[src/rtl/serial_sub_pkg.sv]
// serial_sub_pkg: state encoding shared by the serial subtractor
package serial_sub_pkg;
  typedef enum logic [1:0] {IDLE = 2'd0, RUN = 2'd1, DONE = 2'd2} state_t;
endpackage

[src/rtl/full_subtractor.sv]
// full_subtractor: gate-level single-bit subtractor cell, Dout = A ^ B ^ Bin
module full_subtractor (
  input  logic A,
  input  logic B,
  input  logic Bin,
  output logic Dout,
  output logic Bout
);
  logic t, na, nt, p, q;
  xor g0 (t, A, B);
  xor g1 (Dout, t, Bin);
  not g2 (na, A);
  not g3 (nt, t);
  and g4 (p, na, B);
  and g5 (q, nt, Bin);
  or  g6 (Bout, p, q);
endmodule

[src/rtl/serial_subtractor.sv]
// serial_subtractor: bit-serial A - B - BIN, LSB first, one bit per clock
module serial_subtractor
  import serial_sub_pkg::*;
#(
  parameter int WIDTH = 8
) (
  input  logic             clk,
  input  logic             rst,
  input  logic             start,
  input  logic [WIDTH-1:0] A,
  input  logic [WIDTH-1:0] B,
  input  logic             BIN,
  output logic             busy,
  output logic             done,
  output logic [WIDTH-1:0] D,
  output logic             BOUT
);
  localparam int CNT_W = $clog2(WIDTH + 1);
  state_t state, state_n;
  logic [WIDTH-1:0] sa, sb, res;
  logic [CNT_W-1:0] cnt;
  logic br, d_bit, br_n, accept, last;
  full_subtractor u_cell (.Dout(d_bit), .Bout(br_n), .A(sa[0]), .B(sb[0]), .Bin(br));
  assign accept = (state == IDLE || state == DONE) && start;
  assign last = state == RUN && cnt == CNT_W'(WIDTH - 1);
  assign busy = state == RUN;
  assign done = state == DONE;
  // anything that is neither an accept nor an active run, including 2'd3, falls to IDLE
  always_comb state_n = accept ? RUN : state == RUN ? (last ? DONE : RUN) : IDLE;
  always_ff @(posedge clk) state <= rst ? IDLE : state_n;
  always_ff @(posedge clk) begin
    if (rst) begin
      sa <= '0;
      sb <= '0;
      res <= '0;
      br <= 1'b0;
      cnt <= '0;
      D <= '0;
      BOUT <= 1'b0;
    end else if (accept) begin
      sa <= A;
      sb <= B;
      br <= BIN;
      cnt <= '0;
    end else if (state == RUN) begin
      sa <= sa >> 1;
      sb <= sb >> 1;
      res <= {d_bit, res[WIDTH-1:1]};
      br <= br_n;
      cnt <= cnt + CNT_W'(1);
      if (last) begin
        D <= {d_bit, res[WIDTH-1:1]};
        BOUT <= br_n;
      end
    end
  end
endmodule

[config.mk]
export PLATFORM = sky130hd
export DESIGN_NAME = serial_subtractor
export DESIGN_NICKNAME = d
export VERILOG_FILES = /design/src/rtl/serial_sub_pkg.sv /design/src/rtl/full_subtractor.sv /design/src/rtl/serial_subtractor.sv
export SDC_FILE = /design/constraint.sdc
export NUM_CORES = 1
export LEC_CHECK = 0
export ABC_CLOCK_PERIOD_IN_PS = 2600
export BUFFER_PORTS_ARGS = -buffer_cell sky130_fd_sc_hd__buf_4
export CAP_MARGIN = 20
export CORE_MARGIN = 4
export CORE_UTILIZATION = 50
export DETAILED_ROUTE_END_ITERATION = 8
export GPL_TIMING_DRIVEN = 0
export PLACE_DENSITY = 0.7
export SETUP_SLACK_MARGIN = 0.5
export SYNTH_ARGS = -nofsm -noshare
export SYNTH_HDL_FRONTEND = slang
export SYNTH_SLANG_ARGS = --single-unit
[constraint.sdc]
create_clock -name clk -period 2.6 [get_ports clk]
set_input_delay 0.52 -clock clk [delete_from_list [all_inputs] [get_ports clk]]
set_output_delay 0.52 -clock clk [all_outputs]
set_load 0.01 [all_outputs]
==> results by group <==
Power
  • P per Cell Area: approximately 600 nW/um2
  • Leak: around 0.00073 uW
  • Tot Pwr: 1108 uW
  • VDD IR-drop max: 0.3339 mV

Route
  • # DRC: 0
  • Via count: about 1500
  • Routed wire length: approximately 3.8 mm
  • Remaining antenna violation count: 0
  • Drt first pass iters: 4
  • Routed len/inst: approximately 14 um
  • DR iter-0 viols: approximately 160
  • Vias per cell: 5.530

Clock tree
  • CTS H-tree lvls: 2
  • CTS Hold Bufs: 0
  • Post-CTS Setup Inserts: 0
  • Clock Root Buffer: clkbuf_4
  • Clock Sinks: 39
  • Resized cells post-CTS: 0
  • Clk slew on worst S/H paths: 0.11 ns
  • CTS max path bufs: 2
  • Clk_lat worst skew: 0.34 ns
  • CTS tree: done
  • Total CTS buffers: 5

Status
  • Outcome: finished, final reports clean

Finish
  • Total Nets Final: ~240
  • Layout cell share with drive strength beyond 1: 0.2182
  • Final Util: 0.6252
  • Syn-to-layout area delta: 21.04%
  • Inserted Diodes: 0
  • Commonest cells after routing, fill and taps aside: dfxtp_1, nand2_1, buf_4
  • Commonest non-fill, non-tap cell in the layout: dfxtp_1

Timing
  • Final setup violation count: 0
  • Final slew viol count: 0
  • Worst-Margin Slew: 0.5087 ns
  • RSZ-0062 raised after global routing: no
  • Final Cycle Share: 0.7537
  • Fin Clk Skew: approximately 0.0047 ns
  • Crit path time final: a little under 2 ns
  • Final Hold Violating Endpoints: 0
  • Worst setup margin: about 0.64 ns
  • Max_slew headroom: 0.6608
  • F_max: 510.3 MHz
  • Post-route setup TNS: 0 ns

Placed design
  • Gpl congestion: between 0.7 and 0.8
  • DP Worst Slack: 1.030 ns
  • Port bufs: 29
  • Post-DP HPWL: ~2.7 mm

Setup path
  • Crit-path cells: nand2b_1 > clkinv_1 > buf_2 > buf_4
  • Max incr delay on CP: 0.36 ns
  • CP required: 2.08 ns
  • Kind of critical path: flop to output pin
  • Worst Path Arrival: around 1.4 ns
  • CP max FO: 10
  • Slowest cell on crit path: dfxtp_1
  • Buf/Inv on CP: 3
  • Critical path endpoint category: output pin
  • Crit. Startpoint: state[1]
  • Reg2reg start: cnt[0]
  • CP delay by family, top: buffers and inverters
  • Critical Path Start Type: flop

Global routing
  • First-pass GRT wire length: 6.292 mm
  • Largest net degree at the start of global routing: 12
  • Vias in the first global route: roughly 1400
  • Antenna violations before repair: 0
  • All-Layer GR Usage: 0.1971
  • Total global routing overflow: 0

Die
  • I/O Pins: 31
  • Die height: 63.93 um
  • Die W: 63.93 um
  • # rows: 20
  • Die ar.: a little over 4000 um2
  • Core area: 3028 um2
  • Initial Util: 0.5165

Logic synthesis
  • Xor and xnor area share after synthesis: 0.01120
  • Synthesized flop and latch total: 39
  • Adder-Cell Fraction of Synth Area: 0.02080
  • Yosys warns: 0
  • Ys async rst share: 0
  • EDFF count, synth: 0
  • Post-synthesis net count: between 200 and 250
  • Distinct cell type count of the synthesized netlist: 28
  • Largest family of logic cells by synthesized area: simple AND/OR/NAND/NOR gates
  • Simple-Gate Fraction of Synth Area: 0.2088
  • Mux share of post-synthesis cell area: 0.01280
  • Synth Flop Type: dfxtp_1
  • Sequential area share after synthesis: 0.4992
  • Compound-gate portion of the synthesized area: 0.1880
  • Synth Instances: about 180
  • Syn avg cell area: between 8 and 9 um2
  • Synth Cell Area: 1564 um2

Hold path
  • Hold Path Class: input pin to flop
  • Min-delay src: A[7]

Job
  • Max Cap Viol: 0
final timing paths:
kind	slack, ns	cells after the start	to
worst max-delay path	0.64	4	busy
worst min-delay path	0.42	3	sa[7]
worst max register to register	1.19	4	D[5]
worst min register to register	0.48	2	res[1]
synthesized netlist by cell type (2+ instances only):
| cell type | n | area share |
|---|---|---|
| dfxtp_1 | 39 | 0.50 |
| nand2_1 | 31 | 0.074 |
| a21oi_1 | 21 | 0.067 |
| nand3_1 | 13 | 0.042 |
| buf_2 | 11 | 0.035 |
| nor3_1 | 11 | 0.035 |
| a311oi_1 | 10 | 0.056 |
| nor2_1 | 9 | 0.022 |
| o21ai_0 | 9 | 0.029 |
| clkbuf_1 | 4 | 0.0096 |
| o22ai_1 | 4 | 0.016 |
| a22oi_1 | 2 | 0.0096 |
| inv_1 | 2 | 0.0048 |
| mux2i_1 | 2 | 0.013 |
| nand2b_1 | 2 | 0.0080 |
| nand3b_1 | 2 | 0.0096 |
report_power, final:
group | switching [uW] | total [uW] | internal, uW
clock network | 189 | 315 | 125
registers | 16.5 | 642 | 625
logic | 86.6 | 151 | 64.9
layout make-up:
type / instances / area, um2
repair buffers: 29 / 217.7
plain buffers: 16 / 81.33
multi-input cells: 126 / 690.7
well taps: 44 / 55.05
inverters: 3 / 11.26
clock inverters: 1 / 5.005
fillers: 294 / 1135
flip-flops and latches: 39 / 780.7
clock buffers: 6 / 51.30
per-layer routing:
metal	vias to the layer above	wire, um	track usage
li1	720	-	-
met1	688	1688	0.2470
met2	44	1821	0.3265
met3	8	239	0.04745
met4	0	63	0.07278
met5	-	0	0
cells by family (layout without fill, tap and decap cells):
logic type               count (synthesis)  count (layout)
AO/OA/AOI/OAI                           48              48
AND/OR/NAND/NOR                         72              72
buffers and inverters                   19              55
flip-flops                              39              39
XOR/XNOR                                 2               2
adder cells (fa/ha/maj)                  2               2
multiplexers                             2               2
state kept, by name (all words and copies together), names as in the netlist:
register / flops
br: 1
sa: 8
BOUT: 1
cnt: 4
D: 8
sb: 8
res: 7
state: 2
worst min-delay path, delay by kind of cell:
kind | cells | cell delay, ns
compound gates | 1 | 0.05
buf+inv | 1 | 0.11
simple gates | 1 | 0.05
through the flow:
stage	instances	cell area (um2)	hold WS [ns]
detailed placement	257	1837	0.4638
global route	264	1893	0.4285
floorplan	184	1564	0.4366
finish	264	1893	0.4215
global placement	257	1837	0.4518
CTS	264	1893	0.4157
(Power assumes the default switching activity.)
